--- src/rtl/branch_tag_allocator_pkg.sv ---
// ---------------------------------------------------------------------------
// branch_tag_allocator_pkg
//   Shared branch-tag definitions (the sys_defs slice used by dispatch, the
//   branch stack and the tag allocator).
//   - `B_MASK_WIDTH : number of branch tags / branch stack entries
//   - B_MASK        : one-hot / mask vector over all branch tags
//   - BTAG_COUNT    : wide enough to hold 0..`B_MASK_WIDTH free tags
//   Optional build macros used by the allocator: BTAG_FREE_BYPASS_EN, DEBUG.
// ---------------------------------------------------------------------------
`ifndef B_MASK_WIDTH
`define B_MASK_WIDTH 4
`endif

package branch_tag_allocator_pkg;

  localparam int BMaskWidth = `B_MASK_WIDTH;
  localparam int BTagCountWidth = $clog2(BMaskWidth + 1);

  typedef logic [BMaskWidth-1:0]     B_MASK;
  typedef logic [BTagCountWidth-1:0] BTAG_COUNT;

endpackage

--- src/rtl/branch_tag_allocator_picker.sv ---
// ---------------------------------------------------------------------------
// btag_picker
//   Returns the N_PICK lowest set bits of a free-tag vector, each as its own
//   one-hot vector, with a valid flag per output. Output k is the k-th
//   lowest free tag, so valid_o is monotone: once an output is invalid every
//   later output is invalid too.
//   Ports:
//     free_i  [WIDTH]          tags available for grant
//     pick_o  [N_PICK][WIDTH]  one-hot pick k (zero when not valid)
//     valid_o [N_PICK]         pick k exists
// ---------------------------------------------------------------------------
module btag_picker
  import branch_tag_allocator_pkg::*;
#(
  parameter int WIDTH  = BMaskWidth,
  parameter int N_PICK = 2
) (
  input  logic [WIDTH-1:0]             free_i,
  output logic [N_PICK-1:0][WIDTH-1:0] pick_o,
  output logic [N_PICK-1:0]            valid_o
);

  // Peel off the lowest set bit repeatedly; x & (~x + 1) isolates it.
  always_comb begin
    logic [WIDTH-1:0] remaining;
    remaining = free_i;
    pick_o    = '0;
    valid_o   = '0;
    for (int k = 0; k < N_PICK; k++) begin
      pick_o[k]  = remaining & (~remaining + WIDTH'(1));
      valid_o[k] = |remaining;
      remaining  = remaining & ~pick_o[k];
    end
  end

endmodule

--- src/rtl/branch_tag_allocator.sv ---
// ---------------------------------------------------------------------------
// branch_tag_allocator
//   Grants one-hot branch tags to in-order dispatching branches, tracks which
//   tags are live and which tags are younger than each tag, retires a tag on
//   a correct resolve and squashes a tag plus all its younger tags on a
//   mispredict.
//   Ports:
//     clock, reset       system clock, synchronous active-high reset
//     alloc_req          per-slot tag request (slot 0 oldest)
//     alloc_gnt          per-slot grant this cycle
//     alloc_tag          per-slot one-hot tag (zero if not granted)
//     alloc_dep_mask     per-slot set of live tags older than the slot
//     resolve_valid      a branch resolves this cycle
//     resolve_tag        one-hot tag of the resolving branch
//     resolve_mispred    the resolving branch mispredicted
//     squash_mask        tags killed this cycle
//     live_mask          registered set of allocated tags
//     free_count         registered number of free tags
//     alloc_stall        some requesting slot was not granted
//   Build macros:
//     BTAG_FREE_BYPASS_EN  a tag freed by a correct resolve is grantable in
//                          the same cycle (otherwise only the next cycle)
//     DEBUG                enables consistency assertions
// ---------------------------------------------------------------------------
module branch_tag_allocator
  import branch_tag_allocator_pkg::*;
#(
  parameter int N_DISPATCH = 2,
  parameter int NUM_TAGS   = `B_MASK_WIDTH,
  localparam int CW        = $clog2(NUM_TAGS + 1)
) (
  input  logic                                 clock,
  input  logic                                 reset,
  input  logic [N_DISPATCH-1:0]                alloc_req,
  output logic [N_DISPATCH-1:0]                alloc_gnt,
  output logic [N_DISPATCH-1:0][NUM_TAGS-1:0]  alloc_tag,
  output logic [N_DISPATCH-1:0][NUM_TAGS-1:0]  alloc_dep_mask,
  input  logic                                 resolve_valid,
  input  logic [NUM_TAGS-1:0]                  resolve_tag,
  input  logic                                 resolve_mispred,
  output logic [NUM_TAGS-1:0]                  squash_mask,
  output logic [NUM_TAGS-1:0]                  live_mask,
  output logic [CW-1:0]                        free_count,
  output logic                                 alloc_stall
);

  logic [NUM_TAGS-1:0]                 live_q, live_d;
  logic [NUM_TAGS-1:0][NUM_TAGS-1:0]   dep_q, dep_d;
  logic [CW-1:0]                       free_count_q, free_count_d;

  logic                                resolveHit;
  logic [NUM_TAGS-1:0]                 resolveYounger;
  logic [NUM_TAGS-1:0]                 correctFree;
  logic [NUM_TAGS-1:0]                 killMask;
  logic [NUM_TAGS-1:0]                 grantPool;
  logic                                grantEnable;
  logic [N_DISPATCH-1:0][NUM_TAGS-1:0] pickTag;
  logic [N_DISPATCH-1:0]               pickValid;

  // Decode the resolve against current state. The OR over rows tolerates a
  // non-one-hot tag structurally; legality is checked by the DEBUG assertion.
  always_comb begin
    resolveYounger = '0;
    for (int t = 0; t < NUM_TAGS; t++) begin
      if (resolve_tag[t]) resolveYounger = resolveYounger | dep_q[t];
    end
    resolveHit  = !reset && resolve_valid && |(resolve_tag & live_q);
    correctFree = (resolveHit && !resolve_mispred) ? resolve_tag : '0;
    killMask    = (resolveHit &&  resolve_mispred) ? (resolve_tag | resolveYounger) : '0;
    grantEnable = !reset && (killMask == '0);
  end

  // With the bypass, a correctly resolved tag is already back in the pool.
`ifdef BTAG_FREE_BYPASS_EN
  assign grantPool = ~live_q | correctFree;
`else
  assign grantPool = ~live_q;
`endif

  btag_picker #(
    .WIDTH  (NUM_TAGS),
    .N_PICK (N_DISPATCH)
  ) picker (
    .free_i  (grantPool),
    .pick_o  (pickTag),
    .valid_o (pickValid)
  );

  // In-order grant: the k-th requesting slot takes the k-th lowest free tag.
  // Because pick validity is monotone, a failed slot blocks all later
  // requesting slots automatically. The older set excludes a tag being
  // freed this cycle, so dependencies never point at a retiring tag.
  always_comb begin
    logic [NUM_TAGS-1:0] olderMask;
    int                  pickIdx;
    alloc_gnt      = '0;
    alloc_tag      = '0;
    alloc_dep_mask = '0;
    olderMask      = live_q & ~correctFree;
    pickIdx        = 0;
    for (int i = 0; i < N_DISPATCH; i++) begin
      if (alloc_req[i]) begin
        if (grantEnable && pickValid[pickIdx]) begin
          alloc_gnt[i]      = 1'b1;
          alloc_tag[i]      = pickTag[pickIdx];
          alloc_dep_mask[i] = olderMask;
          olderMask         = olderMask | pickTag[pickIdx];
        end
        pickIdx = pickIdx + 1;
      end
    end
  end

  assign squash_mask = killMask;
  assign alloc_stall = |(alloc_req & ~alloc_gnt);
  assign live_mask   = live_q;
  assign free_count  = free_count_q;

  // Next state: first retire/kill rows and columns, then add new grants.
  // A new tag clears its own row and becomes younger than every tag in its
  // dependency mask.
  always_comb begin
    logic [NUM_TAGS-1:0] clearMask;
    logic [CW-1:0]       liveCount;
    clearMask = correctFree | killMask;
    live_d    = live_q & ~clearMask;
    for (int t = 0; t < NUM_TAGS; t++) begin
      dep_d[t] = clearMask[t] ? '0 : (dep_q[t] & ~clearMask);
    end
    for (int i = 0; i < N_DISPATCH; i++) begin
      if (alloc_gnt[i]) begin
        live_d = live_d | alloc_tag[i];
        for (int t = 0; t < NUM_TAGS; t++) begin
          if (alloc_tag[i][t])      dep_d[t] = '0;
          if (alloc_dep_mask[i][t]) dep_d[t] = dep_d[t] | alloc_tag[i];
        end
      end
    end
    liveCount = '0;
    for (int t = 0; t < NUM_TAGS; t++) begin
      liveCount = liveCount + CW'(live_d[t]);
    end
    free_count_d = CW'(NUM_TAGS) - liveCount;
  end

  // State registers with synchronous reset.
  always_ff @(posedge clock) begin
    if (reset) begin
      live_q       <= '0;
      dep_q        <= '0;
      free_count_q <= CW'(NUM_TAGS);
    end else begin
      live_q       <= live_d;
      dep_q        <= dep_d;
      free_count_q <= free_count_d;
    end
  end

`ifdef DEBUG
  // Consistency checks on registered state and this cycle's grants.
  logic [CW-1:0] dbgLiveCount;
  always_comb begin
    dbgLiveCount = '0;
    for (int t = 0; t < NUM_TAGS; t++) begin
      dbgLiveCount = dbgLiveCount + CW'(live_q[t]);
    end
  end

  always @(posedge clock) begin
    if (!reset) begin
      assert (free_count_q == CW'(NUM_TAGS) - dbgLiveCount)
        else $error("free_count inconsistent with live mask");
      assert (!resolve_valid || $onehot(resolve_tag))
        else $error("resolve_tag not one-hot");
      for (int i = 0; i < N_DISPATCH; i++) begin
        assert ((alloc_tag[i] & live_q & ~correctFree) == '0)
          else $error("granted tag already live");
        for (int j = i + 1; j < N_DISPATCH; j++) begin
          assert ((alloc_tag[i] & alloc_tag[j]) == '0)
            else $error("tag granted twice");
        end
      end
    end
  end
`endif

endmodule

--- config.mk ---
export PLATFORM = sky130hd
export DESIGN_NAME = branch_tag_allocator
export DESIGN_NICKNAME = d
export VERILOG_FILES = /design/src/rtl/branch_tag_allocator_pkg.sv /design/src/rtl/branch_tag_allocator_picker.sv /design/src/rtl/branch_tag_allocator.sv
export SDC_FILE = /design/constraint.sdc
export NUM_CORES = 1
export LEC_CHECK = 0
export ABC_AREA = 1
export CAP_MARGIN = 20
export CORE_MARGIN = 2
export CORE_UTILIZATION = 60
export CTS_BUF_LIST = sky130_fd_sc_hd__clkbuf_16
export DETAILED_ROUTE_END_ITERATION = 10
export DONT_BUFFER_PORTS = 1
export PLACE_DENSITY = 0.76
export RECOVER_POWER = 100
export SLEW_MARGIN = 20
export SYNTH_ARGS = -nofsm -noshare
export SYNTH_HDL_FRONTEND = slang
export SYNTH_HIERARCHICAL = 1
export SYNTH_SLANG_ARGS = --single-unit
export TNS_END_PERCENT = 30
--- constraint.sdc ---
create_clock -name clock -period 3.6 [get_ports clock]
set_input_delay 0.72 -clock clock [delete_from_list [all_inputs] [get_ports clock]]
set_output_delay 0.72 -clock clock [all_outputs]
set_load 0.02 [all_outputs]
[Word-level counts from Yosys, hierarchy flattened]
Index checks and enable logic that the tools add are counted.
Word-level totals
  bits in registers: 23
  output and inout bits: 30
  logic and storage cells: 120
Operators by class
  add/sub/neg operators: 6
  magnitude comparators: 1
  muxes and demuxes: 59
  bitwise logic cells: 34
  reduce and logical (&&, ||, !) cells: 14
Operators by type and width (count)
  $mux W4: 49
  $or A4 B4 Y4: 16
  $and A4 B4 Y4: 10
  $lt A32 B3 Y1 const B: 1
  $mux W16: 2
  $not A4 Y4: 6
  $reduce_or A4 Y1: 3
  $add A4 B1 Y4 const B: 2
  $mux W1: 8
  $logic_and A1 B1 Y1: 7
  $logic_not A4 Y1: 1
  $add A2 B1 Y3: 1
  $add A3 B1 Y3: 1
  $sub A3 B3 Y3 const A: 1
  $add A1 B1 Y2: 1
  $and A2 B2 Y2: 1
  $logic_not A1 Y1: 2
  $not A2 Y2: 1
  $reduce_or A2 Y1: 1

[Logic depth before layout (Yosys ltp)]
Gate-level depths: netlist of the first run.
  depth after elaboration: 24
  mapped depth: 17
  mapped depth without buffers: 17

[By module]
Netlist of the first run, hierarchy kept.
By module, submodules not included
  branch_tag_allocator: instances 1, cells each 251, area an instance 1642.8 µm², sequential area each 380.4 µm²
  btag_picker: instances 1, cells each 24, area an instance 106.4 µm², sequential area each 0.0 µm²

[Worst setup path after synthesis of the first run]
Ideal clock, no wire load.
  path type: register to register
  from: reg live_q[0] (netlist: live_mask[0])
  to: reg free_count_q[2] (netlist: free_count[2])
  library setup time: 123 ps
  data arrival time: 2850 ps
  data required time: 3477 ps
  slack: 627 ps
  stages on the path, launching flop included: 14
  path buffers: 0
  path through: dfxtp_1 inv_1 nor2_2 nand2_2 nor2_1 inv_1 o21ai_0 nand2_4 inv_2 nor2_1 fa_1 ha_1 ha_1 or2_2
RTL lines
  from (decl): RTL line branch_tag_allocator.sv:47  | logic [NUM_TAGS-1:0] live_q, live_d;
  from (signal assigned): RTL line branch_tag_allocator.sv:153  | live_q <= live_d;
  to (signal assigned): RTL line branch_tag_allocator.sv:151  | free_count_q <= CW'(NUM_TAGS);
  to (signal assigned): RTL line branch_tag_allocator.sv:155  | free_count_q <= free_count_d;
  to (decl): RTL line branch_tag_allocator.sv:49  | logic [CW-1:0] free_count_q, free_count_d;

==> summary.txt, run 1 <==
Synth
  – Main combinational cell family by area after synthesis: simple AND/OR/NAND/NOR gates
  – Cells after synthesis: 275
  – Synth unique cells: 25
  – Multiplexer share of the synthesized area: 0
  – Ys flop type: dfxtp_1
  – Xor/xnor share of the synthesized area: 0
  – Syn avg cell area: 6.36 um^2
  – Warnings, synthesis: 6
  – Async S/R FF share, synth: 0
  – Compound-Gate Fraction of Synth Area: 0.0572
  – Syn nets: 288
  – Area share of fa/ha/maj cells after synthesis: 0.0258
  – Seq cells post-synth: 19
  – EDFF count, synth: 0
  – Area of the mapped netlist: 0.00175 mm^2
  – Seq/Total Area, Yosys: 0.217
  – Synth Area in Simple Gates: 0.587

Placement
  – DP HPWL: 3860 um
  – Area of placed instances: 0.00181 mm^2
  – Routability cong.: 0.929
  – Dpl cells: 308
  – # port buffers: 0

Global routing
  – GRT Util Overall: 0.312
  – Largest net degree at the start of global routing: 13
  – Grt total ovfl: 0
  – Vias in the first global route: 1657
  – First-pass GRT wire length: 8020 um
  – Initial antenna violation count: 0

Worst setup path
  – CP Data Arrival Time: 3410 ps
  – Worst Path Required: 3740 ps
  – Cell chain of the critical path: inv_1 > nor2_1 > nand2_2 > nor2_1 > inv_1 > o21ai_0 > nand2_4 > inv_2 > nor2_1 > fa_1 > ha_1 > ha_1 > or2_2
  – Worst Setup Start Kind: flip-flop
  – Worst Path Buf+Inv: 3
  – Slowest Stage Delay on Critical Path: 570 ps
  – Crit Path Class: reg -> reg
  – Largest fanout on the critical path: 7
  – Crit path max-delay cell type: dfxtp_1
  – Cell family with most CP delay: simple AND/OR/NAND/NOR gates
  – Crit. End Element: flip-flop
  – Cell mode on critical path: nor2_1

Power
  – Power Dens Cells: 331 mW/mm^2
  – Leakage: 0.00105 uW
  – Worst vdd ir: 412 uV

Final layout
  – Multi-input gate area: 0.00108 mm^2
  – Layout Utilization: 0.647
  – Total area of sequential cells: 380 um^2
  – Finished Cell Area: 0.00178 mm^2
  – Final cell count without fillers: 312
  – Final Net Count: 295
  – Diodes inserted: 0
  – Area Growth Syn to Fin: 2.00%
  – Fillers: 292
  – Layout cells sized above 1: 0.149

Job
  – Maximum capacitance violations: 0

Floorplanning
  – # IOs: 40
  – Die Wd: 58.0 um
  – Core area: 0.00276 mm^2
  – Initial Util: 0.634
  – Rows: 19
  – DIE AREA: 0.00336 mm^2
  – Die height: 58.0 um

Drt
  – Routed WL: 4760 um
  – Final ANT Viol Nets: 0
  – Routed len/inst: 15.3 um
  – Iteration-0 DRC Markers: 154
  – Via Count: 1791
  – # DRC: 0
  – Pre-Repair DR Iteration Count: 5
  – Vias/cell: 5.74

STA
  – Final Cycle Share: 0.909
  – Max Clk Rate: 0.306 GHz
  – RSZ-0062 raised after global routing: no
  – Fin. max-slew vios: 0
  – Rel. slew slack: 0.548
  – Worst Clk Skew: 2.15 ps
  – Min Tclk post-route: 3270 ps
  – Worst-margin pin slew: 675 ps
  – Worst Hold Slack: 531 ps
  – Final hold vios: 0
  – Setup_tns: 0 ps
  – # setup viols final: 0

Min path
  – Hold WC Path Type: in -> reg

Clock network
  – Clock slew at reported path FFs: 50 ps
  – Clk sinks: 19
  – CTS tree: built
  – Post-CTS sizing: 0
  – Clk root buf: clkbuf_16
  – Post-CTS Hold Buffers: 0
  – Max Root-Sink Buffers: 2
  – Htree depth: 1
  – Later-pin clock latency in the skew report: 250 ps
  – Post-CTS setup buffers: 0
  – CTS Buf Count: 3

Status
  – Outcome: completed
==> stage by stage <==
step           setup WS (ps)  power (uW)
2_1_floorplan            627         355
3_3_place_gp             396         378
3_5_place_dp             403         379
4_1_cts                  374         604
5_1_grt                 81.9         620
6_report                 328         591
==> cells by family (layout without fill, tap and decap cells) <==
family | Yosys count | count (layout)
compound gates | 20 | 20
fa+ha+maj | 3 | 3
buf+inv | 47 | 53
flops | 19 | 19
other cells | 1 | 1
simple gates | 185 | 185
==> final cells by class <==
class / count / share of cell area
clock buffers: 3 / 0.0421
clock inverters: 1 / 0.00210
inverters: 42 / 0.0919
multi-input cells: 209 / 0.606
flip-flops and latches: 19 / 0.213
well taps: 31 / 0.0217
repair buffers: 7 / 0.0231
==> sequential cells by signal, summed over array words and instances (netlist names) <==
name and flops:
dep_q 12, free_count 3, live_mask 4
==> cells in the mapped netlist (2+ instances only) <==
cell	number	share of area
nand2_1	71	0.15
nand3_1	42	0.12
nor2_1	33	0.071
inv_1	31	0.067
dfxtp_1	19	0.22
a21oi_1	12	0.034
nand2_4	10	0.064
inv_2	8	0.017
nand2_2	7	0.025
nor2_2	6	0.021
o21ai_0	6	0.017
nand3_2	5	0.029
nand3_4	4	0.040
inv_4	3	0.011
nor2_8	3	0.034
buf_4	2	0.0086
clkbuf_1	2	0.0043
ha_1	2	0.014
nand4_2	2	0.014
o21ai_1	2	0.0057
==> layout by cell type (no fill, tap or decap) <==
master      count
ha_1            2
o21ai_0         6
nand2_4         8
dfxtp_1        19
nand2_1        73
o21ai_1         2
fa_1            1
buf_4           4
nand4_1         1
nand3_2         2
a21oi_1        12
nand2_2         7
clkbuf_1        3
inv_1          33
clkbuf_16       3
or2_2           1
conb_1          1
inv_2           7
clkinvlp_2      1
inv_4           2
nor2_1         38
nand4_2         2
nor2_2          1
nor2_8          3
nand3_1        48
nand3_4         1
==> metal layers <==
layer	up-vias	track usage	wire length (um)
li1	876	-	-
met1	817	0.407	1980
met2	88	0.511	2220
met3	10	0.0804	510
met4	0	0.0897	49
met5	-	0	0
==> worst paths after layout <==
| path | from | endpoint | slack (ps) | cells after the start |
|---|---|---|---|---|
| max | live_mask[0] | free_count[2] | 330 | 13 |
| min | reset | dep_q[3] | 530 | 1 |
| max reg2reg | live_mask[0] | free_count[2] | 330 | 13 |
| min reg2reg | dep_q[11] | dep_q[11] | 650 | 6 |
==> power breakdown <==
part | total (uW) | switching, uW | internal, uW | leakage (uW)
logic | 130 | 93.2 | 36.8 | 0.000850
registers | 237 | 15.5 | 221 | 0.000154
clock network | 224 | 76.2 | 148 | 0.0000423
(Power assumes the default switching activity.)
==> run 2: changes to the inputs <==
--- a/config.mk
+++ b/config.mk
@@ -9,9 +9,10 @@
 export CAP_MARGIN = 20
 export CORE_MARGIN = 2
 export CORE_UTILIZATION = 60
-export CTS_BUF_LIST = sky130_fd_sc_hd__clkbuf_16
+export CTS_BUF_LIST = sky130_fd_sc_hd__clkbuf_2 sky130_fd_sc_hd__clkbuf_4 sky130_fd_sc_hd__clkbuf_8
 export DETAILED_ROUTE_END_ITERATION = 10
 export DONT_BUFFER_PORTS = 1
+export MAX_ROUTING_LAYER = met4
 export PLACE_DENSITY = 0.76
 export RECOVER_POWER = 100
 export SLEW_MARGIN = 20
==> run 2 against run 1 <==
Effect of this change: critical path depth rose by 2; largest power group unchanged; first-iteration DRC count rose by 15%; global-route usage fell by 0.63 points.
==> summary.txt, run 2 (same netlist as run 1, synthesis figures left out) <==
Drt
  – Routed len/inst: 14.5 um (was 15.3 um)
  – Final ANT Viol Nets: 0 (unchanged)
  – Iteration-0 DRC Markers: 177 (was 154)
  – Routed WL: 4540 um (was 4760 um)
  – # DRC: 0 (unchanged)
  – Via Count: 1718 (was 1791)
  – Pre-Repair DR Iteration Count: 5 (unchanged)
  – Vias/cell: 5.51 (was 5.74)

STA
  – Final Cycle Share: 0.906 (was 0.909)
  – Final hold vios: 0 (unchanged)
  – # setup viols final: 0 (unchanged)
  – Setup_tns: 0 ps (unchanged)
  – Worst-margin pin slew: 661 ps (was 675 ps)
  – Max Clk Rate: 0.307 GHz (was 0.306 GHz)
  – Rel. slew slack: 0.558 (was 0.548)
  – Worst Clk Skew: 5.37 ps (was 2.15 ps)
  – RSZ-0062 raised after global routing: no (unchanged)
  – Fin. max-slew vios: 0 (unchanged)
  – Min Tclk post-route: 3260 ps (was 3270 ps)

Placement
  – Routability cong.: 0.952 (was 0.929)
  – # port buffers: 0 (unchanged)
  – DP HPWL: 3750 um (was 3860 um)

Final layout
  – Layout Utilization: 0.626 (was 0.647)
  – Commonest non-fill, non-tap cell in the layout: nand2_1 (unchanged)
  – Most frequent cells in the layout: nand2_1, nand3_1, nor2_1, inv_1, dfxtp_1 (unchanged)
  – Final Net Count: 295 (unchanged)
  – Layout cells sized above 1: 0.149 (unchanged)
  – Largest Register: dep_q (unchanged)
  – Diodes inserted: 0 (unchanged)
  – Max reg flops: 12 (unchanged)
  – Area Growth Syn to Fin: -1.36% (was 2.00%)

Global routing
  – Initial antenna violation count: 0 (unchanged)
  – Grt total ovfl: 0 (unchanged)
  – Largest net degree at the start of global routing: 13 (unchanged)
  – GRT Util Overall: 0.306 (was 0.312)
  – First-pass GRT wire length: 7620 um (was 8020 um)
  – Vias in the first global route: 1587 (was 1657)

Clock network
  – Post-CTS setup buffers: 0 (unchanged)
  – Clock slew at reported path FFs: 110 ps (was 50 ps)
  – Clk root buf: clkbuf_4 (was clkbuf_16)
  – CTS Buf Count: 3 (unchanged)
  – Clk sinks: 19 (unchanged)
  – Post-CTS Hold Buffers: 0 (unchanged)
  – CTS tree: built (unchanged)
  – Post-CTS sizing: 0 (unchanged)
  – Later-pin clock latency in the skew report: 310 ps (was 250 ps)
  – Htree depth: 1 (unchanged)
  – Max Root-Sink Buffers: 2 (unchanged)

Floorplanning
  – Initial Util: 0.634 (unchanged)
  – Rows: 19 (unchanged)
  – Die Wd: 58.0 um (unchanged)
  – DIE AREA: 0.00336 mm^2 (unchanged)
  – Core area: 0.00276 mm^2 (unchanged)
  – # IOs: 40 (unchanged)
  – Die height: 58.0 um (unchanged)

Worst setup path
  – Crit. End Element: flip-flop (unchanged)
  – Worst Path Required: 3810 ps (was 3740 ps)
  – Crit path max-delay cell type: fa_1 (was dfxtp_1)
  – Largest fanout on the critical path: 6 (was 7)
  – Worst Path Buf+Inv: 2 (was 3)
  – Cell mode on critical path: nand2_1 (was nor2_1)
  – Crit Path Class: reg -> reg (unchanged)
  – CP Data Arrival Time: 3470 ps (was 3410 ps)
  – Cell chain of the critical path: clkbuf_1 > nand2_1 > nand2_1 > inv_1 > nand2_1 > nand3_1 > nand3_1 > nor2_8 > nand2_1 > o21ai_1 > nor2_1 > fa_1 > ha_1 > ha_1 > or2_2 (was inv_1 > nor2_1 > nand2_2 > nor2_1 > inv_1 > o21ai_0 > nand2_4 > inv_2 > nor2_1 > fa_1 > ha_1 > ha_1 > or2_2)
  – Slowest Stage Delay on Critical Path: 430 ps (was 570 ps)
  – Cell family with most CP delay: simple AND/OR/NAND/NOR gates (unchanged)
  – FF-to-FF setup slack: 340 ps (was 330 ps)
  – Worst Setup Start Kind: flip-flop (unchanged)

Status
  – Outcome: completed (unchanged)

Job
  – Maximum capacitance violations: 0 (unchanged)

Power
  – Worst vdd ir: 282 uV (was 412 uV)
  – Power Dens Cells: 274 mW/mm^2 (was 331 mW/mm^2)
  – Leakage: 0.00100 uW (was 0.00105 uW)

Min path
  – Hold WC Path Type: in -> reg (unchanged)
==> run 2: power breakdown <==
part / total (uW) / internal [uW] / switching [uW]
sequential: 236 / 221 / 15.1
clock: 112 / 41.6 / 70.3
combinational: 126 / 36.0 / 89.7
total: 473 / 298 / 175
==> run 2: cell type report <==
cell class / instances / area (um^2)
Clock inverter: 1 / 5.00
Tap cell: 31 / 38.8
Timing Repair Buffer: 7 / 41.3
Multi-Input combinational cell: 209 / 1070
Clock buffer: 3 / 22.5
Fill cell: 278 / 1030
Inverter: 42 / 164
Sequential cell: 19 / 380
==> run 2: stage by stage <==
step / cell area (um^2) / hold WS (ps) / cells / worst slack (ps) / total power [uW]
after floorplan: 1750 / 612 / 275 / 627 / 355
after global placement: 1810 / 640 / 308 / 406 / 378
after detailed placement: 1810 / 643 / 308 / 406 / 378
after CTS: 1840 / 453 / 312 / 389 / 490
after global routing: 1730 / 455 / 312 / 93.5 / 499
final: 1730 / 459 / 312 / 338 / 473
==> run 2: path summary, 6_finish.rpt <==
kind	to	start	cells past startpoint
worst max-delay path	free_count[2]	live_mask[2]	15
worst min-delay path	dep_q[11]	reset	1
worst max register to register	free_count[2]	live_mask[2]	15
worst min register to register	dep_q[11]	dep_q[11]	6
==> run 2: per-layer routing <==
layer  wire length (um)  vias to the layer above  track usage
li1                   -                      880            -
met1               1890                      730        0.406
met2               2040                       97        0.468
met3                540                       11       0.0692
met4                 72                        0       0.0897
met5                  0                        -            -
